$ cat src/rtl/alu_operand_loader.sv
// alu_operand_loader: debounced two-press operand sequencer and result/flag register for Sumador_6
module alu_operand_loader #(
  parameter int WIDTH      = 6,
  parameter int DEB_CYCLES = 16
) (
  input  logic             clk,
  input  logic             rst_n,
  input  logic [WIDTH-1:0] sw,
  input  logic             cin_sw,
  input  logic             load_btn,
  output logic [WIDTH-1:0] A,
  output logic [WIDTH-1:0] B,
  output logic             Cin,
  input  logic [WIDTH-1:0] Y_in,
  input  logic             Cout_in,
  output logic [WIDTH-1:0] result,
  output logic             carry,
  output logic             zero,
  output logic             overflow,
  output logic             valid,
  output logic [1:0]       state
);
  typedef enum logic [1:0] {S_A = 2'd0, S_B = 2'd1, S_EXEC = 2'd2, S_DONE = 2'd3} state_t;
  localparam int CW = $clog2(DEB_CYCLES + 1);
  logic          s1, s2;
  logic [CW-1:0] cnt;
  logic          load_pulse;
  state_t        cur, nxt;
  // One pulse exactly when the saturating counter crosses into DEB_CYCLES
  assign load_pulse = s2 && (cnt == CW'(DEB_CYCLES - 1));
  assign state = cur;
  // Synchronise the raw button and count consecutive high cycles, saturating
  always_ff @(posedge clk or negedge rst_n)
    if (!rst_n) begin
      s1  <= 1'b0;
      s2  <= 1'b0;
      cnt <= '0;
    end else begin
      s1  <= load_btn;
      s2  <= s1;
      cnt <= !s2 ? '0 : (cnt < CW'(DEB_CYCLES)) ? cnt + CW'(1) : cnt;
    end
  // State register
  always_ff @(posedge clk or negedge rst_n)
    if (!rst_n) cur <= S_A;
    else cur <= nxt;
  // Next state: presses advance A->B->EXEC, EXEC is a fixed single cycle, a press in DONE restarts at B
  always_comb begin
    nxt = cur;
    case (cur)
      S_A:     nxt = load_pulse ? S_B : S_A;
      S_B:     nxt = load_pulse ? S_EXEC : S_B;
      S_EXEC:  nxt = S_DONE;
      default: nxt = load_pulse ? S_B : S_DONE;
    endcase
  end
  // Operand capture and result/flag registration; flags use the registered operands held stable during EXEC
  always_ff @(posedge clk or negedge rst_n)
    if (!rst_n) begin
      A        <= '0;
      B        <= '0;
      Cin      <= 1'b0;
      result   <= '0;
      carry    <= 1'b0;
      zero     <= 1'b0;
      overflow <= 1'b0;
      valid    <= 1'b0;
    end else begin
      if (load_pulse && (cur == S_A || cur == S_DONE)) A <= sw;
      if (load_pulse && cur == S_B) begin
        B   <= sw;
        Cin <= cin_sw;
      end
      if (cur == S_EXEC) begin
        result   <= Y_in;
        carry    <= Cout_in;
        zero     <= (Y_in == '0);
        overflow <= (A[WIDTH-1] == B[WIDTH-1]) && (Y_in[WIDTH-1] != A[WIDTH-1]);
        valid    <= 1'b1;
      end else if (load_pulse && cur == S_DONE) valid <= 1'b0;
    end
endmodule

$ cat config.mk
export PLATFORM = sky130hd
export DESIGN_NAME = alu_operand_loader
export DESIGN_NICKNAME = d
export VERILOG_FILES = /design/src/rtl/alu_operand_loader.sv
export SDC_FILE = /design/constraint.sdc
export NUM_CORES = 1
export LEC_CHECK = 0
export BUFFER_PORTS_ARGS = -buffer_cell sky130_fd_sc_hd__buf_4
export CORE_ASPECT_RATIO = 1.4
export CORE_MARGIN = 2
export CORE_UTILIZATION = 35
export CTS_BUF_LIST = sky130_fd_sc_hd__clkbuf_8 sky130_fd_sc_hd__clkbuf_16
export CTS_CLUSTER_DIAMETER = 200
export DETAILED_ROUTE_END_ITERATION = 7
export GPL_ROUTABILITY_DRIVEN = 0
export SYNTH_ARGS = -nofsm -noshare
export SYNTH_HDL_FRONTEND = slang
export SYNTH_SLANG_ARGS = --single-unit
$ cat constraint.sdc
create_clock -name clk -period 1.5 [get_ports clk]
set_input_delay 0.3 -clock clk [delete_from_list [all_inputs] [get_ports clk]]
set_output_delay 0.3 -clock clk [all_outputs]
set_load 0.02 [all_outputs]
**After elaboration in Yosys (flattened, before gate mapping)**

Cells that the tools add are included.

- Add/sub/neg operators: 1
- Multiply operators: 0
- Divide/modulo/power cells: 0
- $lt $le $gt $ge: 1
- Eq/ne operators: 7
- Shift operators: 0
- Mux-type cells: 8
- Bitwise logic cells: 0
- Reduce and logical (&&, ||, !) cells: 9

Operator list:

| kind | number |
|---|---|
| 5-bit 2-to-1 mux | 2 |
| 6-bit logical NOT | 1 |
| 2-bit case mux with 3 select lines | 1 |
| 5-bit by 1-bit adder with 5-bit output (second input constant) | 1 |
| 5-bit by 4-bit equality test with 1-bit output (second input constant) | 1 |
| 1-bit logical AND | 5 |
| 5-bit < comparator (second input constant) | 1 |
| 2-bit equality test (second input constant) | 2 |
| 2-bit 2-to-1 mux | 2 |
| 1-bit 2-to-1 mux | 3 |
| 2-bit by 1-bit equality test with 1-bit output (second input constant) | 1 |
| 2-bit logical NOT | 1 |
| 2-bit by 1-bit != test with 1-bit output (second input constant) | 1 |
| 2-bit nonzero test | 1 |
| 1-bit equality test | 1 |
| 1-bit logical OR | 1 |
| 1-bit != test | 1 |

- Register bits: 32
- Bits in latches: 0
- Memory bits (writable): 0
- ROM bits: 0
- Input port bits: 17
- Output and inout bits: 25
- Memories: 0

**Longest topological paths before layout**

- Depth in word-level cells: 5
- Mapped depth: 7

**Worst setup path before layout**

Ideal clock, no wire load.

- Kind: reg2reg
- Start point: reg cnt[0]
- End point: reg A[0]
- Setup time: 0.125 ns
- Data arrival time: 1.578 ns
- Data required time: 1.375 ns
- Setup slack: -0.203 ns
- Cell stages (with the launch flop): 8
- Buffers on the path: 1
- Cell sequence: dfrtp_1 -> ha_1 -> and3_1 -> ha_1 -> nand2_2 -> or2_1 -> buf_6 -> mux2_4

- Word-level cells in the longest chain between the ends: 3

Ends and longest elaborated chain:

| element | RTL line | text |
|---|---|---|
| start: declaration | 26 | `logic [CW-1:0] cnt;` |
| start signal: assignment | 41 | `cnt <= !s2 ? '0 : (cnt < CW'(DEB_CYCLES)) ? cnt + CW'(1) : cnt;` |
| 5-bit by 4-bit equality test with 1-bit output | 30 | `assign load_pulse = s2 && (cnt == CW'(DEB_CYCLES - 1));` |
| 1-bit logical AND | 30 |  |
| 1-bit logical AND | 69 | `if (load_pulse && (cur == S_A \|\| cur == S_DONE)) A <= sw;` |
| end signal: assignment | 69 |  |
| end: declaration | 11 | `output logic [WIDTH-1:0] A,` |

No other way between the ends.
A chain may end at the register's enable or synchronous reset.

**Worst setup path after layout**

- Start point: reg cnt[0]
- End point: reg B[4]

- Word-level cells in the longest chain between the ends: 3

Ends and longest elaborated chain:

| element | RTL line | text |
|---|---|---|
| 5-bit by 4-bit equality test with 1-bit output | 30 |  |
| 1-bit logical AND | 30 |  |
| 1-bit logical AND | 70 | `if (load_pulse && cur == S_B) begin` |
| end signal: assignment | 71 | `B <= sw;` |
| end: declaration | 12 | `output logic [WIDTH-1:0] B,` |

No other way between the ends.

==> reports/results.ini <==
[layout]
diodes=0
final_util_pct=53.9
area_growth_pct=45.8
drive_gt1_share_pct=60.0
layout.nets=183

[grt]
grt_pass1_wl_mm=4.67
antenna_found_initial=0
grt_max_degree=33
grt_pass1_vias=1086
overflow=0
grt_use_total_pct=13.8

[yosys]
synthCells=96
synth_top_family_by_area=multiplexers
synth_xor_xnor_area_share_pct=1.91
yosys_warnings=0
ys_seq_elements=32
syn_avg_cell_area_um2=14.3
synth_largest_area_cell=dfrtp_1
yosysMostFrequentCell=dfrtp_1
synth_compound_area_share_pct=2.55
ys_seq_area_share_pct=58.3
synthMuxAreaShare_pct=18.8
synth_top_area_share_pct=58.3
synthArstFlopShare_pct=100
synth-simple-area-share_pct=9.21
synth_fa_ha_area_share_pct=6.38
synth_ff_type=dfrtp_1
synth_cell_types=29
netlist_area_mm2=0.00137
syn-num-nets=120
synth_commonest_cells=dfrtp_1 (32), mux2_2 (14), ha_1 (7)
ys_top_cells_by_area=dfrtp_1 (58%), mux2_2 (11%), mux2_4 (6.6%)
synth_edf_count=0

[cts]
cts_buffers=5
cts_root_buffer=clkbuf_8
clock-sinks=32
cts_tree=done
cts.clk_slew.worst_paths_ns=0.07
clk_latency_ns=0.28
cts_max_level=2
cts_max_path_buffers=2

[critical_path]
r2r_start=cnt[0]
critPathArrivalTime_ns=1.81
crit_path_cell_trace=ha_2 > and3_4 > ha_4 > buf_4 > nand3_4 > mux2_2
r2r-end=B[4]
crit_path_end=B[4]
cp_max_fo=8
critPathBufInv=1
startpoint_type=flip-flop
slowest_delay_ns=0.39
cp_slowest_cell=dfrtp_1
reg2reg_depth=6
critPathTopFamily=flip-flops
r2r_slack_ns=-0.14
critPathRequiredTime_ns=1.67
startpoint=cnt[0]
cp-end-kind=flip-flop
crit_type=reg -> reg
path_depth=6

[floorplanning]
die_h_um=78.1
design.core.area_mm2=0.00371
dieArea_mm2=0.00445
rows=26
pin_count=42
die_w_um=56.9
initial_utilization_pct=37.0

[sta]
rsz0062_at_grt=yes
clock.fmax_mhz=611
finalSetupViolCount=13
layout_setup_ws_ns=-0.137
hold_viol=0
max_slew_margin_pct=72.6
final.setup_skew_ns=0.00174
finalCritPeriodShare_pct=109
worstMarginPinSlew_ns=0.412
finalCriticalPeriod_ns=1.64
slew_violations=0
setup_tns_ns=-1.54

[place]
portBuffers=41
dpl.hpwl_mm=1.91

[route]
route.vias.total=969
wirelength_mm=2.83
drtIter0Drc=7
ant_nets=0
drcViolationCount=0
drt_first_pass_iters=4
wl_per_cell_um=14.0
vias_per_cell=4.80

[status]
outcome=finished, violations left
violations=negative setup slack

[min_path]
holdCritPathClass=in -> reg
whs_path_depth=1

[pwr]
ir_drop_v=0.000638
power.density_cell_area_mw_per_mm2=883
p_leak_uw=0.00103

[job]
maxCapViolCount=0

stage by stage:
stage	hold WS (ns)	total power (uW)	cell area, um2	std cells	setup WS, ns
after floorplan	0.00441	986	1390	96	-0.148
after global placement	0.260	1080	1790	185	-0.254
after detailed placement	0.270	1090	1790	185	-0.275
after CTS	0.113	1790	1920	197	-0.129
after global routing	0.111	1840	2000	202	-0.187
final	0.120	1770	2000	202	-0.137
flip-flops by register name (all words and copies together), names as in the netlist, 2 cells and up:
name,cells
B,6
A,6
result,6
cnt,5
state,2
cell families (layout without fill, tap and decap cells):
group                      count (synthesis)  in the layout
DFF                                       32             32
muxes                                     21             21
and+or+nand+nor                           21             21
adders and majority gates                  7              7
buffers and inverters                      7             71
AOI/OAI and AO/OA                          5              5
xor gates and xnor gates                   3              3
where the power goes:
part	switching, uW	internal (uW)	total (uW)
registers	18.0	890	908
clock network	322	366	688
logic	75.4	95.6	171
total	416	1350	1770
cell usage in the layout, fill, tap and decap left out, types with 2 or more instances in the layout:
| cell type | count |
|---|---|
| and2_1 | 3 |
| buf_4 | 56 |
| buf_6 | 2 |
| clkbuf_8 | 6 |
| clkinv_2 | 2 |
| dfrtp_1 | 32 |
| ha_1 | 4 |
| ha_2 | 2 |
| inv_1 | 4 |
| mux2_2 | 11 |
| mux2_4 | 9 |
| nand3_1 | 2 |
| nand3_2 | 2 |
| nor2_1 | 3 |
| xnor2_1 | 3 |
routing by layer:
layer / wire [um] / GRT usage, % / part of all wire [%]
met2: 1510 / 24.7 / 53
met5: 0 / 0 / 0
met3: 170 / 3.46 / 6.0
met1: 1070 / 13.6 / 38
met4: 78 / 9.07 / 2.8
worst min-delay path by stage:
stage	from	to
2_1_floorplan	rst_n	A[0]
3_5_place_dp	rst_n	cnt[2]
5_1_grt	load_btn	s1
3_3_place_gp	rst_n	cnt[2]
6_report	load_btn	s1
4_1_cts	load_btn	s1
final cells by class:
type | count | area, um2
fill | 343 | 1710
clock inverter | 2 | 10.0
multi-input combinational | 57 | 587
sequential | 32 | 801
tap | 42 | 52.6
clock buffer | 6 | 82.6
inverter | 4 | 15.0
timing repair buffer | 59 | 453
timing repair:
| action | 4_1_cts | 5_1_grt |
|---|---|---|
| hold endpoints to repair | 32 | 0 |
| endpoints found under the setup margin | 13 | 21 |
| setup buffers | 3 | 5 |
| resized for setup | 2 | 9 |
| hold buffers | 1 | 0 |
| pin swaps | 0 | 5 |
(Power assumes the default switching activity.)
